### src/rtl/mem_arbiter.sv
// Two-port burst arbiter in front of a 2**ADDR_W x DATA_W shared memory.
// Round-robin between port 0 and port 1. A burst is never preempted, and at
// least one IDLE cycle separates consecutive bursts.
module mem_arbiter #(
    parameter int unsigned DATA_W = 16,
    parameter int unsigned ADDR_W = 4
) (
    input  logic              clk,
    input  logic              rst_n,
    input  logic              req0,
    input  logic              req1,
    input  logic              we0,
    input  logic              we1,
    input  logic [ADDR_W-1:0] addr0,
    input  logic [ADDR_W-1:0] addr1,
    input  logic [1:0]        len0,
    input  logic [1:0]        len1,
    input  logic [DATA_W-1:0] wdata0,
    input  logic [DATA_W-1:0] wdata1,
    output logic              gnt0,
    output logic              gnt1,
    output logic              rvalid0,
    output logic              rvalid1,
    output logic [DATA_W-1:0] rdata0,
    output logic [DATA_W-1:0] rdata1,
    output logic              busy
);

    localparam int unsigned DEPTH = 2 ** ADDR_W;

    typedef enum logic {
        IDLE  = 1'b0,
        BURST = 1'b1
    } state_t;

    state_t              state;
    logic                owner;      // port that owns the current burst
    logic                last;       // port that won the most recent arbitration
    logic                we_q;
    logic [ADDR_W-1:0]   baddr;      // address of the beat executing this cycle
    logic [1:0]          len_q;
    logic [1:0]          cnt;        // beats already completed in this burst

    logic [DATA_W-1:0]   mem [DEPTH];

    logic                win_c;
    logic                sel_we_c;
    logic [ADDR_W-1:0]   sel_addr_c;
    logic [1:0]          sel_len_c;
    logic                last_beat_c;
    logic                mem_we_c;
    logic [DATA_W-1:0]   mem_wdata_c;

    // Round-robin pick: on a tie the port that did not win last time wins
    always_comb begin
        win_c = 1'b0;
        if (req0 && req1) begin
            win_c = ~last;
        end else if (req1) begin
            win_c = 1'b1;
        end
    end

    // Burst descriptor of the winning port
    always_comb begin
        sel_we_c   = we0;
        sel_addr_c = addr0;
        sel_len_c  = len0;
        if (win_c) begin
            sel_we_c   = we1;
            sel_addr_c = addr1;
            sel_len_c  = len1;
        end
    end

    // Beat-level controls derived from the registered burst context
    always_comb begin
        last_beat_c = (cnt == len_q);
        mem_we_c    = (state == BURST) && we_q;
        mem_wdata_c = owner ? wdata1 : wdata0;
    end

    // Burst FSM: accepts a request in IDLE, runs one beat per BURST cycle
    always_ff @(posedge clk) begin
        if (!rst_n) begin
            state   <= IDLE;
            owner   <= 1'b0;
            last    <= 1'b1;
            we_q    <= 1'b0;
            baddr   <= '0;
            len_q   <= '0;
            cnt     <= '0;
            gnt0    <= 1'b0;
            gnt1    <= 1'b0;
            rvalid0 <= 1'b0;
            rvalid1 <= 1'b0;
            rdata0  <= '0;
            rdata1  <= '0;
            busy    <= 1'b0;
        end else begin
            rvalid0 <= 1'b0;
            rvalid1 <= 1'b0;
            case (state)
                IDLE: begin
                    if (req0 || req1) begin
                        state <= BURST;
                        owner <= win_c;
                        last  <= win_c;
                        we_q  <= sel_we_c;
                        baddr <= sel_addr_c;
                        len_q <= sel_len_c;
                        cnt   <= '0;
                        gnt0  <= ~win_c;
                        gnt1  <= win_c;
                        busy  <= 1'b1;
                    end
                end
                BURST: begin
                    if (!we_q) begin
                        if (owner) begin
                            rdata1  <= mem[baddr];
                            rvalid1 <= 1'b1;
                        end else begin
                            rdata0  <= mem[baddr];
                            rvalid0 <= 1'b1;
                        end
                    end
                    baddr <= baddr + ADDR_W'(1);
                    cnt   <= cnt + 2'd1;
                    if (last_beat_c) begin
                        state <= IDLE;
                        gnt0  <= 1'b0;
                        gnt1  <= 1'b0;
                        busy  <= 1'b0;
                    end
                end
            endcase
        end
    end

    // Shared memory: reset loads i+1 (last word all ones); reset wins over a beat write
    always_ff @(posedge clk) begin
        if (!rst_n) begin
            for (int i = 0; i < int'(DEPTH); i++) begin
                mem[i] <= (i == int'(DEPTH) - 1) ? {DATA_W{1'b1}} : DATA_W'(i + 1);
            end
        end else if (mem_we_c) begin
            mem[baddr] <= mem_wdata_c;
        end
    end

endmodule

### config.mk
export PLATFORM = sky130hd
export DESIGN_NAME = mem_arbiter
export DESIGN_NICKNAME = d
export VERILOG_FILES = /design/src/rtl/mem_arbiter.sv
export SDC_FILE = /design/constraint.sdc
export NUM_CORES = 1
export LEC_CHECK = 0
export ABC_AREA = 1
export BUFFER_PORTS_ARGS = -buffer_cell sky130_fd_sc_hd__buf_2
export CORE_MARGIN = 2
export CORE_UTILIZATION = 58
export CTS_BUF_LIST = sky130_fd_sc_hd__clkbuf_8
export DETAILED_ROUTE_END_ITERATION = 16
export PLACE_DENSITY = 0.77
export SYNTH_ARGS = -nofsm -noshare
export SYNTH_HDL_FRONTEND = slang
export SYNTH_SLANG_ARGS = --single-unit
### constraint.sdc
create_clock -name clk -period 3.8 [get_ports clk]
set_clock_uncertainty 0.05 [all_clocks]
set_input_delay 0.76 -clock clk [delete_from_list [all_inputs] [get_ports clk]]
set_output_delay 0.76 -clock clk [all_outputs]
set_load 0.05 [all_outputs]
== Yosys cells after proc, flatten, opt, wreduce, memory -nomap -nowiden ==
Memories as Yosys holds them, arrays and structs flattened. A register that Yosys moved wholly into a read port is not among the register bits.
Cells that the tools add are included.

* Reduce and logical (&&, ||, !) cells: 9
* Mux-type cells: 31
* Bitwise logic cells: 6
* Equal/unequal tests: 3
* Add/subtract/negate cells: 2

{| class="wikitable"
|+ Operators by type and width
! operator !! number
|-
| $mux 16 || 2
|-
| $mux 4 || 5
|-
| $mux 1 || 16
|-
| $reduce_or 16->1 || 1
|-
| $pmux 1 s2 || 4
|-
| $pmux 4 s2 || 1
|-
| $not 1->1 || 6
|-
| $reduce_and 3->1 || 2
|-
| $add 4x1->4 const B || 1
|-
| $mux 2 || 2
|-
| $pmux 2 s2 || 1
|-
| $reduce_and 2->1 || 2
|-
| $reduce_or 3->1 || 1
|-
| $add 2x1->2 const B || 1
|-
| $eq 2x2->1 || 1
|-
| $logic_and 1x1->1 || 2
|-
| $ne 2x1->1 const B || 1
|-
| $ne 2x2->1 const B || 1
|-
| $logic_or 1x1->1 || 1
|}

* Memories kept: 1
* Register bits: 49
* Bits in writable memories: 256
* Output and inout bits: 37

{| class="wikitable"
|+ Memories
! name !! words !! width !! read ports !! clocked after memory_dff !! wr ports !! line !! RTL
|-
| mem || 16 || 16 || 1 || 1 || 16 || 44 || <nowiki>logic [DATA_W-1:0] mem [DEPTH];</nowiki>
|}

== Logic depth before layout (Yosys ltp) ==
Gate-level depths: netlist of run 1.

* Depth after elaboration: 7
* Depth in mapped cells: 11
* Depth with buffers taken out: 9

== Worst setup path after synthesis of run 1 ==
No wires, ideal clock.

* Kind: input to register
* Start point: in rst_n
* End point: mem mem[15][0], enable pin
* Required time: 3.339 ns
* Setup slack: 0.682 ns
* Stages on the path: 5
* Arrival time: 2.657 ns
* Path buffers: 1
* Cell sequence: buf_2 > inv_2 > nor3_4 > nand2_4 > o21ai_0

{| class="wikitable"
|+ RTL lines
! what !! line !! RTL
|-
| start: declaration || 9 || <nowiki>input logic rst_n,</nowiki>
|-
| end: declaration || 44 ||
|}

==> results.py, run 1 <==
metrics = {
    "layout": {
        "multiInputGateArea_um2": 4720,
        "nNetsFinal": 1753,
        "syn_to_final_growth_pct": 10.3,
        "final_cell_mix": "nand2_1, edfxtp_1, nor2_1",
        "mostFrequentLayoutCell": "nand2_1",
        "final_layout_size_suffix_gt1_share_pct": 13.6,
        "seq_area_um2": 8750,
        "fillCellCount": 2002,
        "diodes": 0,
        "stdcell_count": 2064,
    },
    "critical_path": {
        "path_cells": "inv_6 -> nor3_4 -> nand2_4 -> nor2_4 -> inv_2 -> nand2_1",
        "cp_data_required_time_ns": 3.94,
        "cp-start-kind": "flip-flop",
        "end_kind": "flip-flop",
        "rrSetupSlack_ns": 1.13,
        "reg2regPathDepth": 6,
        "crit_type": "flip-flop to flip-flop",
        "arrival_ns": 2.80,
        "cp_slowest_stage_delay_ns": 0.61,
        "timing.rr.start": "state",
        "crit_slowest_cell": "dfxtp_1",
        "rr_endpoint": "mem[14][13]",
        "crit_path_max_fanout": 16,
    },
    "clocking": {
        "root_buffer": "clkbuf_8",
        "numCtsBuffers": 48,
        "ctsHtreeMaxLevel": 2,
        "cts_setup_buffers": 0,
        "clk_latency_ns": 0.56,
        "cts_tree": "yes",
        "cts_max_path_buffers": 3,
        "ctsHoldBuffers": 0,
        "cts.sinks": 309,
        "clkTransAtPathRegs_ns": 0.06,
        "cts_resized": 0,
    },
    "die": {
        "die_area_um2": 26500,
        "placementRows": 58,
        "floorplan.initialDensity_pct": 58.5,
        "die_y_um": 163,
        "core-area_um2": 25000,
        "io-pin-count": 87,
        "die_w_um": 163,
    },
    "sta": {
        "finalCritPeriodShare_pct": 70.2,
        "finalHoldViolations": 0,
        "timing.fmax_ghz": 0.375,
        "setup_viol": 0,
        "tightest_slew_ns": 1.11,
        "period_needed_ns": 2.67,
        "finalSetupTns_ns": 0,
        "slew_violations": 0,
        "slew_headroom_pct": 26.3,
        "rsz0062_at_grt": "no",
    },
    "synth": {
        "post-synth-top-area-cell": "edfxtp_1",
        "synth.area.top_cells": "edfxtp_1, nand2_1, dfxtp_1, nand3_1, nor2_1",
        "synth_seq_area_share_pct": 59.9,
        "synthesis.nets": 1700,
        "synth_cells": 1646,
        "synth_seq_cells": 309,
        "synth_cell_types": 35,
        "synth_top_area_share_pct": 52.6,
        "ys_warn_count": 0,
        "syn_area_um2": 14600,
        "avgSynthCellArea_um2": 8.87,
    },
    "global_routing": {
        "grt_first_pass_wirelength_um": 58100,
        "antenna_found_initial": 0,
        "grt_overflow_total": 0,
        "grt_pass1_vias": 10745,
        "grt_max_degree": 129,
        "grtUsageTotal_pct": 29.3,
    },
    "drt": {
        "drt-total-wl_um": 38300,
        "vias": 11410,
        "drc": 0,
        "drt_iter0_drc": 1589,
        "vias_per_cell": 5.53,
        "first_pass_iters": 6,
        "wire_per_inst_um": 18.6,
        "detail-route-antenna-nets": 0,
    },
    "placement": {
        "gp_congestion": 0.900,
        "dp_cells": 1979,
        "hpwlAfterDp_um": 24800,
        "io_buffers": 86,
    },
    "power_and_ir_drop": {
        "power_density_nw_per_um2": 487,
        "p_leak_nw": 7.20,
        "irDropWorstVdd_uv": 255,
    },
    "worst_hold_path": {
        "hold_start": "last",
        "min_path_cells": 2,
        "hold_end": "last",
        "hold_class": "flip-flop to flip-flop",
    },
    "status": {
        "status": "finished clean",
    },
    "flow_run": {
        "drv_cap": 0,
    },
}
how the worst max path moves through the flow:
stage | startpoint | end | slack, ns | cells after the start
floorplan | rst_n | mem[15][0] | 0.68 | 5
global placement | rst_n | mem[14][14] | 0.89 | 7
detailed placement | rst_n | mem[14][10] | 0.81 | 7
CTS | state | mem[14][13] | 1.16 | 6
global route | state | mem[14][13] | 1.0 | 6
finish | state | mem[14][13] | 1.13 | 6
sequential cells by signal, summed over array words and instances, names as in the netlist, 2 cells and up, named ones only:
register and cells:
rdata0 16, len_q 2, rdata1 16, baddr 4, mem 256, cnt 2
routing by layer:
metal | vias up | share of wire (%) | track usage, %
met5 | - | 0 | 0
met4 | 0 | 5.5 | 16.0
met3 | 151 | 10 | 5.27
met2 | 678 | 46 | 46.5
met1 | 5243 | 38 | 38.5
li1 | 5338 | - | -
worst max-delay path: cells and delay by family (launching register included):
family	cells	cell delay, ns
buffers and inverters	2	0.22
flip-flops	1	0.61
AND/OR/NAND/NOR	4	1.41
cell usage after synthesis:
| master | instances |
|---|---|
| a21boi_0 | 1 |
| a21oi_1 | 4 |
| a22oi_1 | 1 |
| a41oi_1 | 1 |
| buf_1 | 16 |
| buf_2 | 31 |
| buf_4 | 5 |
| buf_6 | 16 |
| clkbuf_1 | 31 |
| dfxtp_1 | 53 |
| edfxtp_1 | 256 |
| ha_1 | 4 |
| inv_1 | 179 |
| inv_2 | 17 |
| inv_6 | 1 |
| mux2i_1 | 16 |
| nand2_1 | 506 |
| nand2_4 | 4 |
| nand3_1 | 196 |
| nand4_1 | 3 |
| nor2_1 | 245 |
| nor2_2 | 18 |
| nor2_4 | 7 |
| nor3_1 | 2 |
| nor3_4 | 1 |
| o211ai_1 | 1 |
| o21a_1 | 17 |
| o21ai_0 | 4 |
| o21ai_1 | 1 |
| o22ai_1 | 3 |
| o31ai_1 | 1 |
| o32ai_1 | 2 |
| or2_2 | 1 |
| xnor2_1 | 1 |
| xor2_1 | 1 |
report_power, final:
group	total [mW]	internal (mW)	switching [mW]
Clock	2.62	1.34	1.28
Sequential	3.88	3.80	0.0874
Combinational	1.34	0.332	1.01
through the flow:
stage                     area [µm²]  total power, mW  worst slack (ns)  hold WS, ns  util (%)
after detailed placement       15200             5.26             0.810        0.413      61.0
after CTS                      16100             7.82              1.16        0.429      64.5
after floorplan                14600             4.80             0.682        0.393         -
after global placement         15200             5.24             0.891        0.406      61.0
after global routing           16100             8.11             0.999        0.464      64.5
final                          16100             7.84              1.13        0.430      64.5
cells by family after synthesis:
logic type | share of synthesized area [%]
adder cells (fa/ha/maj) | 0.343
flip-flops | 59.9
AND/OR/NAND/NOR | 28.0
buffers and inverters | 8.86
AO/OA/AOI/OAI | 1.70
XOR/XNOR | 0.120
multiplexers | 1.10
final cells by class:
cell class / count / area share, %
sequential: 309 / 54.3
multi-input combinational: 1041 / 29.3
inverter: 197 / 4.63
clock buffer: 52 / 4.44
timing repair buffer: 102 / 3.65
tap: 330 / 2.56
clock inverter: 33 / 1.10
Power figures use the tool's default switching activity.
==> run 2, diff against run 1 <==
==> constraint.sdc (replaced) <==
create_clock -name clk -period 2.5 [get_ports clk]
set_clock_uncertainty 0.05 [all_clocks]
set_input_delay 0.5 -clock clk [delete_from_list [all_inputs] [get_ports clk]]
set_output_delay 0.5 -clock clk [all_outputs]
set_load 0.05 [all_outputs]
==> run 2 against run 1 <==
  * Flip-flop and latch count did not move
  * Cell count is 1.9% higher
  * Wire length rose by 0.10%
  * Global-route usage rose by 0.11 points
  * Sequential share of layout area fell by 0.68 points
  * Power up 50%
  * Utilization up 0.82 points
  * Largest cell class unchanged
  * Largest power group unchanged
==> results.py, run 2 (synthesized netlist as in run 1, its figures left out) <==
metrics = {
    "critical_path": {
        "critPathTopFamily": "simple AND/OR/NAND/NOR gates",
        "cp-start-kind": "flip-flop",
        "end_kind": "flip-flop",
        "path_buf_inv": 3,
        "rr_endpoint": "mem[13][10]",
        "cp_data_required_time_ns": 2.72,
        "cp_slowest_stage_delay_ns": 0.58,
        "path_cells": "inv_6 -> nor3_4 -> nand2_4 -> nor2_2 -> inv_2 -> nand2_1 -> buf_4",
        "rrSetupSlack_ns": 0.15,
        "crit_path_max_fanout": 14,
        "crit_slowest_cell": "dfxtp_1",
        "arrival_ns": 2.57,
        "crit_type": "flip-flop to flip-flop",
        "timing.rr.start": "state",
        "reg2regPathDepth": 7,
    },
    "layout": {
        "mostFrequentLayoutCell": "nand2_1",
        "largest_registers": "mem: 256 flops, rdata0: 16 flops, rdata1: 16 flops",
        "final_cell_mix": "nand2_1, edfxtp_1, nor2_1",
        "final_layout_size_suffix_gt1_share_pct": 15.1,
        "diodes": 0,
        "nNetsFinal": 1790,
        "regMostFlops": "mem",
        "largest_reg_flops": 256,
        "syn_to_final_growth_pct": 11.7,
    },
    "drt": {
        "wire_per_inst_um": 18.2,
        "vias_per_cell": 5.46,
        "drt_iter0_drc": 1539,
        "detail-route-antenna-nets": 0,
        "vias": 11476,
        "drc": 0,
        "drt-total-wl_um": 38400,
        "first_pass_iters": 5,
    },
    "placement": {
        "gp_congestion": 0.911,
        "io_buffers": 86,
        "hpwlAfterDp_um": 24600,
        "pre_cts_ws_ns": 0.163,
    },
    "clocking": {
        "cts_resized": 0,
        "numCtsBuffers": 47,
        "clkTransAtPathRegs_ns": 0.06,
        "ctsHoldBuffers": 0,
        "clk_latency_ns": 0.59,
        "cts_max_path_buffers": 3,
        "root_buffer": "clkbuf_8",
        "cts_tree": "yes",
        "cts_setup_buffers": 0,
        "cts.sinks": 309,
        "ctsHtreeMaxLevel": 2,
    },
    "global_routing": {
        "grt_max_degree": 129,
        "grt_first_pass_wirelength_um": 59200,
        "grt_overflow_total": 0,
        "grtUsageTotal_pct": 29.4,
        "grt_pass1_vias": 11033,
        "antenna_found_initial": 0,
    },
    "sta": {
        "slew_violations": 0,
        "slew_headroom_pct": 57.6,
        "finalHoldViolations": 0,
        "rsz0062_at_grt": "no",
        "tightest_slew_ns": 0.635,
        "setup_viol": 0,
        "finalSetupTns_ns": 0,
        "worst_slack_ns": 0.152,
        "finalCritPeriodShare_pct": 93.9,
        "timing.fmax_ghz": 0.426,
        "period_needed_ns": 2.35,
    },
    "worst_hold_path": {
        "hold_start": "len0[0]",
        "min_path_cells": 3,
        "hold_end": "len_q[0]",
        "hold_class": "input port to flip-flop",
    },
    "power_and_ir_drop": {
        "irDropWorstVdd_uv": 366,
        "power_density_nw_per_um2": 722,
        "p_leak_nw": 7.34,
    },
    "die": {
        "floorplan.initialDensity_pct": 58.5,
        "core-area_um2": 25000,
        "die_w_um": 163,
        "placementRows": 58,
        "die_area_um2": 26500,
        "die_y_um": 163,
        "io-pin-count": 87,
    },
    "status": {
        "status": "finished clean",
    },
    "flow_run": {
        "drv_cap": 0,
    },
}
-- run 2: worst min-delay path, delay by kind of cell --
family / cells / cell delay [ns]
AO/OA/AOI/OAI: 1 / 0.08
buffers and inverters: 1 / 0.10
AND/OR/NAND/NOR: 1 / 0.09
-- run 2: per-layer routing --
layer	vias up	routed length [µm]	GRT usage (%)
met1	5334	15000	39.7
met5	-	0	0
met4	0	1150	11.1
met2	645	17900	47.2
li1	5403	-	-
met3	94	4330	6.14
-- run 2: through the flow --
step	power [mW]	cell area [µm²]	util (%)	hold slack, ns	cells
global placement	8.01	15500	62.0	0.406	2017
finish	11.8	16300	65.4	0.201	2103
CTS	11.8	16300	65.4	0.174	2103
detailed placement	8.05	15500	62.0	0.413	2017
global route	12.2	16300	65.4	0.204	2103
floorplan	7.29	14600	-	0.393	1646
-- run 2: final cells by class --
cell class,count,area [µm²]
Clock buffer,50,688
Clock inverter,36,153
Fill cell,2020,8650
Inverter,197,746
Multi-Input combinational cell,1041,4620
Sequential cell,309,8750
Tap cell,330,413
Timing Repair Buffer,140,936
-- run 2: worst max-delay path by stage --
| stage | depth (start not counted) | slack [ns] | from | endpoint |
|---|---|---|---|---|
| 2_1_floorplan | 5 | 0.08 | rst_n | mem[15][0] |
| 3_3_place_gp | 7 | 0.23 | state | mem[0][15] |
| 3_5_place_dp | 7 | 0.16 | state | mem[13][10] |
| 4_1_cts | 7 | 0.13 | state | mem[13][15] |
| 5_1_grt | 7 | 0.02 | state | mem[13][2] |
| 6_report | 7 | 0.15 | state | mem[13][10] |
-- run 2: where the power goes --
| group | internal [mW] | switching [mW] | leakage (nW) |
|---|---|---|---|
| combinational | 0.565 | 1.55 | 3.95 |
| sequential | 5.77 | 0.107 | 2.91 |
| clock | 1.85 | 1.95 | 0.484 |
